`src/rtl/fifo_reader.sv`:
```
// Drains a fifo through a two-entry skid buffer onto a registered valid/ready stream.
// Optional even parity on m_parity_o when FIFO_READER_PARITY_EN is defined.
module fifo_reader #(
    parameter int unsigned WordLength = 8,
    parameter int unsigned BurstLen   = 4
) (
    input  logic                  clk_i,
    input  logic                  rst_i,
    input  logic                  fifo_empty_i,
    input  logic [WordLength-1:0] fifo_r_data_i,
    output logic                  fifo_rd_o,
    output logic [WordLength-1:0] m_data_o,
    output logic                  m_valid_o,
    input  logic                  m_ready_i,
    output logic                  m_last_o,
    output logic                  m_parity_o,
    output logic                  busy_o
);

    localparam int unsigned CntW = (BurstLen > 1) ? $clog2(BurstLen) : 1;
    localparam logic [CntW-1:0] CntMax = CntW'(BurstLen - 1);

    typedef enum logic [1:0] {StEmpty, StOne, StTwo} state_e;

    state_e                state_q, state_d;
    logic [WordLength-1:0] data_q, data_d;
    logic [WordLength-1:0] skid_q, skid_d;
    logic [CntW-1:0]       cnt_q, cnt_d;
    logic                  pop;
    logic                  hs;

    // Pop depends only on registered state, never on m_ready_i.
    assign pop       = ~fifo_empty_i & (state_q != StTwo) & ~rst_i;
    assign fifo_rd_o = pop;
    assign m_valid_o = (state_q != StEmpty);
    assign hs        = m_valid_o & m_ready_i;
    assign m_data_o  = data_q;
    assign m_last_o  = m_valid_o & (cnt_q == CntMax);
    assign busy_o    = m_valid_o | (cnt_q != '0);

`ifdef FIFO_READER_PARITY_EN
    assign m_parity_o = m_valid_o & (^data_q);
`else
    assign m_parity_o = 1'b0;
`endif

    always_comb begin
        state_d = state_q;
        data_d  = data_q;
        skid_d  = skid_q;
        cnt_d   = cnt_q;
        unique case (state_q)
            StEmpty: begin
                if (pop) begin
                    state_d = StOne;
                    data_d  = fifo_r_data_i;
                end
            end
            StOne: begin
                if (pop && !hs) begin
                    state_d = StTwo;
                    skid_d  = fifo_r_data_i;
                end else if (pop && hs) begin
                    data_d = fifo_r_data_i;
                end else if (hs) begin
                    state_d = StEmpty;
                end
            end
            StTwo: begin
                if (hs) begin
                    state_d = StOne;
                    data_d  = skid_q;
                end
            end
            default: state_d = StEmpty;
        endcase
        if (hs) begin
            cnt_d = (cnt_q == CntMax) ? '0 : cnt_q + CntW'(1);
        end
    end

    always_ff @(posedge clk_i or posedge rst_i) begin
        if (rst_i) begin
            state_q <= StEmpty;
            data_q  <= '0;
            skid_q  <= '0;
            cnt_q   <= '0;
        end else begin
            state_q <= state_d;
            data_q  <= data_d;
            skid_q  <= skid_d;
            cnt_q   <= cnt_d;
        end
    end

endmodule

```
`config.mk`:
```
export PLATFORM = sky130hd
export DESIGN_NAME = fifo_reader
export DESIGN_NICKNAME = d
export VERILOG_FILES = /design/src/rtl/fifo_reader.sv
export SDC_FILE = /design/constraint.sdc
export NUM_CORES = 1
export LEC_CHECK = 0
export BUFFER_PORTS_ARGS = -buffer_cell sky130_fd_sc_hd__buf_4
export CORE_UTILIZATION = 51
export DETAILED_ROUTE_END_ITERATION = 7
export PLACE_DENSITY = 0.85
export SLEW_MARGIN = 15
export SYNTH_ARGS = -nofsm -noshare
export SYNTH_HDL_FRONTEND = slang
export SYNTH_SLANG_ARGS = --single-unit
```
`constraint.sdc`:
```
create_clock -name clk_i -period 1.6 [get_ports clk_i]
set_input_delay 0.32 -clock clk_i [delete_from_list [all_inputs] [get_ports clk_i]]
set_output_delay 0.32 -clock clk_i [all_outputs]
set_load 0.01 [all_outputs]
```
==> impl_metrics.py <==
metrics = {
    "worst_setup_path": {
        "max_stage_delay_ps": 430,
        "end_kind": "output pin",
        "worstPathRequired_ps": 1280,
        "r2r_cells": 4,
        "worstReg2RegEnd": "m_data_o[6]$_DFFE_PP0P_",
        "arrival_ps": 1220,
        "r2r_slack_ps": 130,
        "cp_max_fo": 4,
        "slowest_stage": "dfrtp_1",
        "crit_chain": "ha_1 -> nor2b_1 -> buf_4",
        "crit_type": "register to output pin",
        "r2r-start": "state_q[0]$_DFFE_PP0P_",
        "cp-start-kind": "register",
    },
    "floorplan": {
        "dieArea_um2": 2210,
        "die_w_um": 47.0,
        "io_pins": 25,
        "dieHeight_um": 47.0,
        "num_rows": 15,
        "start_util_pct": 57.3,
        "core_um2": 1800,
    },
    "clock_network": {
        "numCtsBuffers": 3,
        "tritoncts": "yes",
        "clkLatencyLatePin_ps": 300,
        "clk_pin_slew_ps": 120,
        "clock_path_buffers": 2,
        "cts-root-buf": "clkbuf_4",
        "cts_sinks": 20,
        "htree_num_levels": 1,
    },
    "timing": {
        "drv_slew": 0,
        "rsz0062_at_grt": "no",
        "hold_viol_final": 0,
        "setup_viol_count_final": 0,
        "finalCriticalPeriod_ps": 1540,
        "max_freq_ghz": 0.651,
        "relSlewSlack_pct": 66.7,
        "fin_setup_tns_ps": 0,
        "worstMarginPinSlew_ps": 494,
        "finalClockSkew_ps": 7.41,
        "period_share_pct": 96.0,
        "setup_ws_ps": 63.9,
    },
    "layout": {
        "syn2layout_area_growth_pct": 27.0,
        "regArea_um2": 502,
        "layout_common_cells": "buf_4 (26), dfrtp_1 (19), mux2_4 (16), mux2_2 (9)",
        "layout_commonest_cell": "buf_4",
        "fin_nets": 118,
        "antenna_cells": 0,
        "multi_input_area_um2": 495,
        "drive_gt1_share_pct": 60.2,
        "n_fill_cell": 134,
    },
    "flow_run": {
        "max_cap_violations": 0,
    },
    "synthesis": {
        "syn_area_um2": 1030,
        "synth_cell_types": 21,
        "yosysWarnings": 0,
        "synth_cells": 75,
        "synth_fp_nets": 89,
        "avgSynthCellArea_um2": 13.8,
        "synth_seq_cells": 20,
        "yosysSeqAreaShare_pct": 48.5,
    },
    "grt": {
        "grt_pass1_wl_mm": 2.89,
        "met3_usage_pct": 2.69,
        "met1_usage_pct": 20.2,
        "antenna_found_initial": 0,
        "globalRoute.totalOverflow": 0,
        "grt_pass1_vias": 710,
        "track_usage_pct": 19.0,
        "grt_max_degree": 21,
        "grtUsageMet2_pct": 35.3,
        "busiest_layer": "met2",
    },
    "power": {
        "clkPwrFrac_pct": 19.5,
        "p_seq_share_pct": 42.3,
        "pwr-share-comb_pct": 38.1,
        "p_leak_nw": 0.666,
        "p_per_area_nw_per_um2": 1600,
        "swShare_pct": 28.4,
        "p_int_mw": 1.50,
        "peakVddDrop_mv": 1.02,
        "p_sw_mw": 0.595,
    },
    "routing": {
        "antenna_left": 0,
        "wl_per_cell_um": 13.9,
        "first_pass_iters": 2,
        "vias": 662,
        "drt-total-wl_mm": 1.77,
        "drtIter0Drc": 3,
        "post-route-drc-count": 0,
        "viasPerCell": 5.17,
    },
    "place": {
        "pre_cts_ws_ps": 131,
        "hpwl_mm": 1.38,
        "place.gp.congestion": 0.795,
        "io_buffers": 23,
    },
    "outcome": {
        "run_status": "complete, no violations",
    },
    "min_path": {
        "hold_class": "input port to async pin",
    },
}
==> repair_timing <==
item / in CTS / in global routing
resized for setup: 0 / 2
buffers inserted: 0 / 0
endpoints found under the setup margin: 0 / 1
endpoints found under the hold margin: 0 / 0
hold buffers: 0 / 0
==> flip-flops by register name, indices dropped and copies added (netlist names) <==
| register | count |
|---|---|
| m_data_o | 8 |
| skid_q | 8 |
| cnt_q | 2 |
| state_q | 2 |
==> power by group through the flow <==
stage          Clock, mW  Sequential (mW)  Combinational (mW)
2_1_floorplan          0            0.902               0.471
3_3_place_gp           0            0.877               0.773
3_5_place_dp           0            0.901               0.813
4_1_cts            0.422            0.892               0.815
5_1_grt            0.436            0.916               0.874
6_report           0.410            0.888               0.799
==> critical path, delay by kind of cell (launching register included) <==
family                     cells  cell delay [ps]
DFF                            1              430
and+or+nand+nor                1              130
buffers and inverters          1              140
adders and majority gates      1              220
==> stage by stage <==
step	instance area, um2	hold WS [ps]	utilization (%)	power (mW)	instances
floorplan	1030	284	-	1.37	75
global placement	1250	389	69.5	1.65	124
detailed placement	1250	390	69.5	1.71	124
CTS	1310	42.2	72.4	2.13	128
global route	1310	90.1	72.8	2.23	128
finish	1310	53.2	72.8	2.10	128
==> final cells by class <==
| type | instances | area share [%] |
|---|---|---|
| Tap cell | 25 | 2.39 |
| Sequential cell | 20 | 38.3 |
| Timing Repair Buffer | 27 | 16.4 |
| Multi-Input combinational cell | 48 | 37.8 |
| Clock inverter | 1 | 2.29 |
| Clock buffer | 3 | 1.72 |
| Inverter | 4 | 1.15 |
==> how the worst max path moves through the flow <==
stage,endpoint,slack [ps],start
final,m_last_o,60,cnt_q[0]$_DFFE_PP0P_
after global routing,m_last_o,2,cnt_q[1]$_DFFE_PP0P_
after CTS,fifo_rd_o,10,state_q[1]$_DFFE_PP0P_
after detailed placement,m_data_o[6]$_DFFE_PP0P_,130,rst_i
after global placement,m_data_o[3]$_DFFE_PP0P_,160,state_q[0]$_DFFE_PP0P_
after floorplan,m_data_o[0]$_DFFE_PP0P_,240,state_q[0]$_DFFE_PP0P_
==> cells in the mapped netlist <==
library cell,n,share of area [%]
inv_1,4,1.5
a22o_1,1,0.85
a21o_1,1,0.73
conb_1,1,0.36
buf_4,2,1.5
nand2_2,1,0.61
nor3_1,2,0.97
mux2_4,16,23
nor2b_2,1,0.85
nand2_1,4,1.5
buf_6,1,1.1
nor2_1,2,0.73
nor2b_1,1,0.61
dfrtp_1,20,48
ha_1,2,2.4
nand2b_1,2,1.2
mux2_2,9,9.8
xnor2_1,1,0.85
o21ai_0,2,0.97
and2b_2,1,0.85
nor3_2,1,0.97
==> metal layers <==
layer | routed length, um | part of all wire (%) | up-vias
met5 | 0 | 0 | -
met4 | 45 | 2.5 | 0
met3 | 66 | 3.7 | 6
met2 | 930 | 52 | 18
met1 | 731 | 41 | 330
li1 | - | - | 308
==> logic make-up (layout without fill, tap and decap cells) <==
| logic type | after synthesis | after routing | share of synthesized area (%) |
|---|---|---|---|
| AO/OA/AOI/OAI | 4 | 4 | 2.55 |
| XOR/XNOR | 1 | 1 | 0.849 |
| adder cells (fa/ha/maj) | 2 | 2 | 2.42 |
| buffers and inverters | 7 | 35 | 4.00 |
| flip-flops | 20 | 20 | 48.5 |
| multiplexers | 25 | 25 | 33.1 |
| other | 1 | 1 | 0.363 |
| AND/OR/NAND/NOR | 15 | 15 | 8.24 |
No activity file was read; power rests on OpenSTA's default activity.
